<file path="src/rtl/clock_set_ctrl.sv">
// rtl/clock_set_ctrl.sv - time-setting controller for the HH:MM:SS clock
//
// Freezes the counter chain, edits hour/minute/second one field at a time,
// and commits the result with a single-cycle load strobe.
//
// Ports:
//   clk        system clock
//   rst        synchronous active-high reset
//   tick       1 Hz pulse from the clock divider
//   btn_mode   debounced pulse: advance to the next edit field / commit
//   btn_inc    debounced pulse: increment the selected field
//   cur_time   live {hour, minute, second}, 8-bit binary each
//   run_en     counter enable
//   load       one-cycle commit strobe
//   load_time  {hour, minute, second} to load, valid while load=1
//   blank_mask display blanking {hour, min, sec}, 1 = blank
//   edit_mode  high in any set state
module clock_set_ctrl #(
    parameter int HOUR    = 5,
    parameter int MINUTE  = 3,
    parameter int SECOND  = 21,
    parameter int TIMEOUT = 10
) (
    input  logic        clk,
    input  logic        rst,
    input  logic        tick,
    input  logic        btn_mode,
    input  logic        btn_inc,
    input  logic [23:0] cur_time,
    output logic        run_en,
    output logic        load,
    output logic [23:0] load_time,
    output logic [2:0]  blank_mask,
    output logic        edit_mode
);

    localparam int IW = $clog2(TIMEOUT + 1);

    // Moduli as 9-bit values so a modulus of 256 still compares correctly.
    localparam logic [8:0] HOUR_MOD   = 9'(HOUR);
    localparam logic [8:0] MINUTE_MOD = 9'(MINUTE);
    localparam logic [8:0] SECOND_MOD = 9'(SECOND);
    localparam logic [IW-1:0] IDLE_LAST = IW'(TIMEOUT - 1);
    localparam logic [IW-1:0] IDLE_ONE  = IW'(1);

    typedef enum logic [1:0] {
        RUN   = 2'd0,
        SET_H = 2'd1,
        SET_M = 2'd2,
        SET_S = 2'd3
    } state_t;

    state_t        state, state_nx;
    logic [7:0]    edit_h, edit_m, edit_s;
    logic [7:0]    edit_h_nx, edit_m_nx, edit_s_nx;
    logic [IW-1:0] idle_cnt, idle_nx;
    logic          blink_phase, blink_nx;
    logic          commit;
    logic          run_en_nx, load_nx, edit_mode_nx;
    logic [23:0]   load_time_nx;
    logic [2:0]    blank_nx;

    // Captured values outside the field range are forced to 0.
    function automatic logic [7:0] sanitize(input logic [7:0] v, input logic [8:0] m);
        return ({1'b0, v} >= m) ? 8'd0 : v;
    endfunction

    function automatic logic [7:0] wrap_inc(input logic [7:0] v, input logic [8:0] m);
        return ({1'b0, v} >= (m - 9'd1)) ? 8'd0 : v + 8'd1;
    endfunction

    always_comb begin
        state_nx     = state;
        edit_h_nx    = edit_h;
        edit_m_nx    = edit_m;
        edit_s_nx    = edit_s;
        idle_nx      = idle_cnt;
        blink_nx     = blink_phase;
        commit       = 1'b0;
        load_nx      = 1'b0;
        load_time_nx = load_time;

        case (state)
            RUN: begin
                if (btn_mode) begin
                    state_nx  = SET_H;
                    edit_h_nx = sanitize(cur_time[23:16], HOUR_MOD);
                    edit_m_nx = sanitize(cur_time[15:8], MINUTE_MOD);
                    edit_s_nx = sanitize(cur_time[7:0], SECOND_MOD);
                    idle_nx   = '0;
                    blink_nx  = 1'b1;
                end
            end
            default: begin
                if (btn_mode) begin
                    // btn_mode wins over a simultaneous btn_inc.
                    idle_nx  = '0;
                    blink_nx = 1'b1;
                    case (state)
                        SET_H:   state_nx = SET_M;
                        SET_M:   state_nx = SET_S;
                        default: begin
                            state_nx     = RUN;
                            commit       = 1'b1;
                            load_nx      = 1'b1;
                            load_time_nx = {edit_h, edit_m, edit_s};
                        end
                    endcase
                end else if (btn_inc) begin
                    // A button pulse outranks an expiring tick.
                    idle_nx = '0;
                    if (tick) begin
                        blink_nx = ~blink_phase;
                    end
                    case (state)
                        SET_H:   edit_h_nx = wrap_inc(edit_h, HOUR_MOD);
                        SET_M:   edit_m_nx = wrap_inc(edit_m, MINUTE_MOD);
                        default: edit_s_nx = wrap_inc(edit_s, SECOND_MOD);
                    endcase
                end else if (tick) begin
                    blink_nx = ~blink_phase;
                    if (idle_cnt == IDLE_LAST) begin
                        state_nx = RUN;
                        idle_nx  = '0;
                    end else begin
                        idle_nx = idle_cnt + IDLE_ONE;
                    end
                end
            end
        endcase

        // Counters stay frozen for the load cycle of a commit.
        run_en_nx    = (state_nx == RUN) && !commit;
        edit_mode_nx = (state_nx != RUN);
        blank_nx     = 3'b000;
        if (state_nx != RUN && !blink_nx) begin
            case (state_nx)
                SET_H:   blank_nx = 3'b100;
                SET_M:   blank_nx = 3'b010;
                default: blank_nx = 3'b001;
            endcase
        end
    end

    always_ff @(posedge clk) begin
        if (rst) begin
            state       <= RUN;
            edit_h      <= 8'd0;
            edit_m      <= 8'd0;
            edit_s      <= 8'd0;
            idle_cnt    <= '0;
            blink_phase <= 1'b0;
            run_en      <= 1'b1;
            load        <= 1'b0;
            load_time   <= 24'd0;
            blank_mask  <= 3'b000;
            edit_mode   <= 1'b0;
        end else begin
            state       <= state_nx;
            edit_h      <= edit_h_nx;
            edit_m      <= edit_m_nx;
            edit_s      <= edit_s_nx;
            idle_cnt    <= idle_nx;
            blink_phase <= blink_nx;
            run_en      <= run_en_nx;
            load        <= load_nx;
            load_time   <= load_time_nx;
            blank_mask  <= blank_nx;
            edit_mode   <= edit_mode_nx;
        end
    end

endmodule

</file>
<file path="config.mk">
export PLATFORM = sky130hd
export DESIGN_NAME = clock_set_ctrl
export DESIGN_NICKNAME = d
export VERILOG_FILES = /design/src/rtl/clock_set_ctrl.sv
export SDC_FILE = /design/constraint.sdc
export NUM_CORES = 1
export LEC_CHECK = 0
export ABC_AREA = 1
export CAP_MARGIN = 40
export CORE_MARGIN = 1
export CORE_UTILIZATION = 54
export DETAILED_ROUTE_END_ITERATION = 10
export GPL_TIMING_DRIVEN = 0
export MAX_ROUTING_LAYER = met4
export PLACE_DENSITY = 0.82
export SETUP_SLACK_MARGIN = 0.2
export SLEW_MARGIN = 20
export SYNTH_ARGS = -nofsm -noshare
export SYNTH_HDL_FRONTEND = slang
export SYNTH_SLANG_ARGS = --single-unit
</file>
<file path="constraint.sdc">
create_clock -name clk -period 3.5 [get_ports clk]
set_clock_uncertainty 0.15 [all_clocks]
set_input_delay 0.875 -clock clk [delete_from_list [all_inputs] [get_ports clk]]
set_output_delay 0.875 -clock clk [all_outputs]
set_load 0.005 [all_outputs]
</file>
### After elaboration in Yosys (flattened, before gate mapping)

Index checks and enable logic that the tools add are counted.

* output and inout port bits: 30
* logic and storage cells: 93
* input port bits: 29
* flip-flop bits (word level): 61

* $lt $le $gt $ge: 6
* add/subtract/negate cells: 4
* equality and inequality tests: 8
* mux-type cells: 42
* bitwise logic cells: 4
* reductions and logical operators: 18

Operators with widths (number)
* 8-bit two-way mux: 21
* 8-bit by 1-bit adder with 8-bit output, second input constant: 3
* 4-bit two-way mux: 6
* 8-bit by 2-bit greater-or-equal comparator with 1-bit output, second input constant: 2
* 8-bit by 3-bit greater-or-equal comparator with 1-bit output, second input constant: 2
* 8-bit by 5-bit greater-or-equal comparator with 1-bit output, second input constant: 2
* 2-bit two-way mux: 6
* 4-bit AND reduction: 3
* 2-bit nonzero test: 4
* 1-bit two-way mux: 7
* 3-bit case mux with 2 select lines: 1
* 4-bit by 1-bit adder with 4-bit output, second input constant: 1
* 2-bit by 1-bit equality test with 1-bit output, second input constant: 2
* 2-bit equality test, second input constant: 2
* 4-bit equality test, second input constant: 1
* 2-bit zero test: 2
* 2-bit by 1-bit != test with 1-bit output, second input constant: 2
* 1-bit inverter: 4
* 2-bit case mux with 2 select lines: 1
* 2-bit OR reduction: 2
* 3-bit AND reduction: 1
* 3-bit nonzero test: 1
* 1-bit logical AND: 2
* 1-bit zero test: 2
* 2 further kinds: 2

### Logic depth before layout (Yosys ltp)

* word-level depth: 10
* depth in mapped cells: 12
* gate-level depth less buffers: 12

### Least setup slack after synthesis

No wires, ideal clock.

* kind: in2reg
* from: in btn_mode
* to: reg blank_mask[0]
* stages: 7
* buffers on the path: 1
* data arrival time: 1.828 ns
* setup slack: 1.457 ns
* cell sequence: buf_6 o21ai_0 o21ai_0 ha_1 nor2_1 nand2_1 nor2_1

* longest elaborated chain between the ends: 6
* elaborated cells on any way between the ends: 14

Ends and longest elaborated chain
* from (decl): RTL line 27 `input logic btn_mode,`
* 2-bit two-way mux, or another cell as far along: RTL line 95 `if (btn_mode) begin`
* 2-bit two-way mux or 1-bit two-way mux (tied branches): RTL line 83 `case (state)`
* 2-bit nonzero test or 1-bit zero test (tied branches): RTL line 136 `if (state_nx != RUN && !blink_nx) begin`
* 1-bit logical AND: RTL line 136
* 1-bit inverter (no line)
* 2-bit OR reduction (no line)
* to (signal assigned): RTL line 168 `blank_mask <= blank_nx;`
* to (decl): RTL line 33 `output logic [2:0] blank_mask,`

Parallel ways exist; a longest one is shown, timed or not.
A chain may end at the register's enable or synchronous reset.

### Worst setup path in the final report

Same ends and word-level chain as after synthesis.

==> run_results.csv <==
group,metric,value,unit
setup_path,r2r_setup_slack,1.37,ns
setup_path,timing.rr.start,"state[1]",
timing,setup_ws,1.046,ns
timing,grt_setup_unrepaired,"no",
synth,syn_inst,357,
cells_and_area,final_util,75.32,%
setup_path,cp-end-kind,"flip-flop",
cells_and_area,area_growth_syn_to_layout,32.28,%
detailed_routing,drt_wl_total,6185,µm
hold_path,whs_endpoint,"edit_s[5]",
floorplan,core_area,4786,µm²
synth,post-synth-top-area-fraction,44.81,%
hold_path,min_from,"edit_s[5]",
detailed_routing,firstDrtPassIters,4,
setup_path,timing.rr.end,"blank_mask[0]",
clock_network,cts_buffers,9,
grt,grt_antenna_before_repair,0,
placed_design,portBuffers,57,
clock_network,ctsResizeCount,0,
setup_path,ff2ff_path_depth,10,
detailed_routing,viasPerCell,5.175,
power_and_ir_drop,seqPwrFrac,44.7,%
timing,hold_viol,0,
grt,grt_pass1_wl,10270,µm
timing,fin_crit_sh,70.12,%
power_and_ir_drop,switching_power,0.3882,mW
power_and_ir_drop,pwr-share-comb,11.1,%
outcome,status,"complete, no violations",
clock_network,root_buffer,"clkbuf_8",
timing,clock.fmax,0.4075,GHz
clock_network,clock_sinks,61,
cells_and_area,nets,469,
setup_path,worstPathMaxFanout,10,
hold_path,min_path_cells,2,
power_and_ir_drop,p_per_area,447.6,nW/µm²
clock_network,clk_latency,0.34,ns
grt,grt_max_degree,11,
power_and_ir_drop,power.leakage,1.478,nW
placed_design,place_area,3379,µm²
setup_path,cp-start-kind,"input port",
power_and_ir_drop,p_int,1.225,mW
synth,ys_types,28,
power_and_ir_drop,clkPwrFrac,44.2,%
grt,grt_pass1_vias,2338,
floorplan,start_util,56.94,%
placed_design,detailed_place_hpwl,4301,µm
detailed_routing,vias,2572,
placed_design,gp_congestion,0.8372,
clock_network,clockBufferDepth,2,
cells_and_area,fin_area,3605,µm²
clock_network,clk_pin_slew_worst_paths,0.07,ns
floorplan,num_rows,25,
detailed_routing,ant_nets,0,
power_and_ir_drop,p_sw_share,24.06,%
synth,yosys-top-cells-area,"dfxtp_1, ha_1, nand2_1",
placed_design,post-place-ws,0.6987,ns
clock_network,cts_htree_levels,3,
synth,ys_ff_latch,61,
cells_and_area,nFillCells,389,
timing,fin_crit,2.454,ns
grt,grt_overflow,0,
detailed_routing,drt_iter0_drc,155,
synth,synth_warnings,0,
floorplan,io_pins,59,
job,maxCapViolCount,0,
floorplan,chipWidth,73.04,µm
cells_and_area,drive_gt1_share,10.47,%
power_and_ir_drop,ir_drop,0.2699,mV
setup_path,arrival,2.58,ns
clock_network,cts_tree,"built",
setup_path,required,3.62,ns
timing,slew_viol_final,0,
synth,yosys.area.top_type,"dfxtp_1",
synth,avgSynthCellArea,7.633,µm²
detailed_routing,drc,0,
timing,setup_viol,0,
detailed_routing,routedWlPerCell,12.44,µm
clock_network,postCtsSetupRepairBufs,0,
synth,ys_seq_area_share,44.81,%
floorplan,die_area,5335,µm²
synth,syn_area,2725,µm²
timing,tns,0,ns
timing,relSlewSlack,61.46,%
hold_path,hold_class,"flip-flop to flip-flop",
cells_and_area,diodes,0,
synth,synth_fp_nets,401,
timing,tightest_slew,0.5780,ns
grt,track_usage,26.32,%
setup_path,setup.worst_path.class,"input port to flip-flop",
floorplan,fp.dieH,73.04,µm
clock_network,ctsHoldBuffers,0,
[cell usage after synthesis]
cell type,count
inv_2,6
clkbuf_1,6
nand3b_1,1
nor2_4,1
a21oi_4,1
nor2_1,46
nand3_1,20
ha_1,15
o21ai_0,32
or2_2,1
xor2_1,1
inv_1,41
nor2_2,3
o21ai_1,4
buf_4,1
a21boi_0,1
nand2_1,46
nand4_1,6
a21oi_1,28
dfxtp_1,61
nor3_1,17
xnor2_1,1
buf_6,2
buf_2,4
nand2_4,1
nand2_2,5
a21oi_2,5
nor3b_1,1
[placed cells by master, fill, tap and decap left out, types with 11 or more instances in the layout]
master            n
nor2_1           46
clkbuf_8         11
clkdlybuf4s50_1  57
o21ai_0          32
dfxtp_1          61
nor3_1           17
a21oi_1          28
inv_1            41
nand3_1          20
ha_1             15
nand2_1          46
[kinds of logic after synthesis]
family                     after synthesis  share of synthesized area (%)
AOI/OAI and AO/OA                       71                          14.23
xor gates and xnor gates                 2                         0.6429
adders and majority gates               15                          6.887
buffers and inverters                   60                          9.137
DFF                                     61                          44.81
and+or+nand+nor                        148                          24.29
[per-stage QoR]
| stage | hold slack [ns] | cells | power (mW) |
|---|---|---|---|
| global route | 0.3510 | 497 | 1.667 |
| floorplan | 0.2774 | 357 | 0.8412 |
| detailed placement | 0.3047 | 481 | 0.9118 |
| global placement | 0.2924 | 481 | 0.9075 |
| finish | 0.3259 | 497 | 1.614 |
| CTS | 0.3224 | 497 | 1.618 |
[routing by layer]
layer  wire, µm  GRT usage [%]  vias to the layer above  share of wire [%]
met4        164          14.81                        0                2.7
met2       2934          40.95                       78                 47
met3        341          4.972                       18                5.5
met5          0              -                        -                  0
met1       2745          32.00                     1185                 44
li1           -              -                     1291                  -
[area by class of cell]
type                            count  area (µm²)  share of cell area, %
Timing Repair Buffer               57       570.5                  15.83
Multi-Input combinational cell    236        1255                  34.81
Buffer                             13       72.57                  2.013
Inverter                           47       176.4                  4.894
Tap cell                           67       83.83                  2.326
Sequential cell                    61        1221                  33.88
Clock inverter                      4       70.07                  1.944
Clock buffer                       12       155.1                  4.304
[critical path, stage by stage]
cell and delay, ns:
clkdlybuf4s50_1 0.53, buf_6 0.16, a21oi_1 0.07, o21ai_0 0.06
o21ai_0 0.20, ha_1 0.26, nor2_1 0.19, nand2_1 0.13
nor2_1 0.10
[state kept, by name (all words and copies together) (netlist names)]
register and cells:
edit_mode 1, idle_cnt 4, state 2, blank_mask 3, edit_h 8, edit_s 8, load_time 24, edit_m 8
run_en 1, blink_phase 1, load 1
[power groups by stage]
stage / Sequential, mW / Combinational [mW] / Clock, mW
global placement: 0.735 / 0.172 / 0
global route: 0.723 / 0.198 / 0.746
CTS: 0.721 / 0.178 / 0.719
detailed placement: 0.737 / 0.175 / 0
finish: 0.721 / 0.179 / 0.714
floorplan: 0.734 / 0.107 / 0
[how the worst max path moves through the flow]
stage / startpoint / to / slack, ns / depth (start not counted)
after floorplan: btn_mode / blank_mask[0] / 1.46 / 7
after global placement: btn_mode / blank_mask[0] / 0.76 / 9
after detailed placement: btn_mode / blank_mask[2] / 0.70 / 9
after CTS: btn_mode / blank_mask[2] / 1.04 / 9
after global routing: btn_mode / blank_mask[2] / 0.87 / 9
final: btn_mode / blank_mask[0] / 1.05 / 9
(Power assumes the default switching activity.)
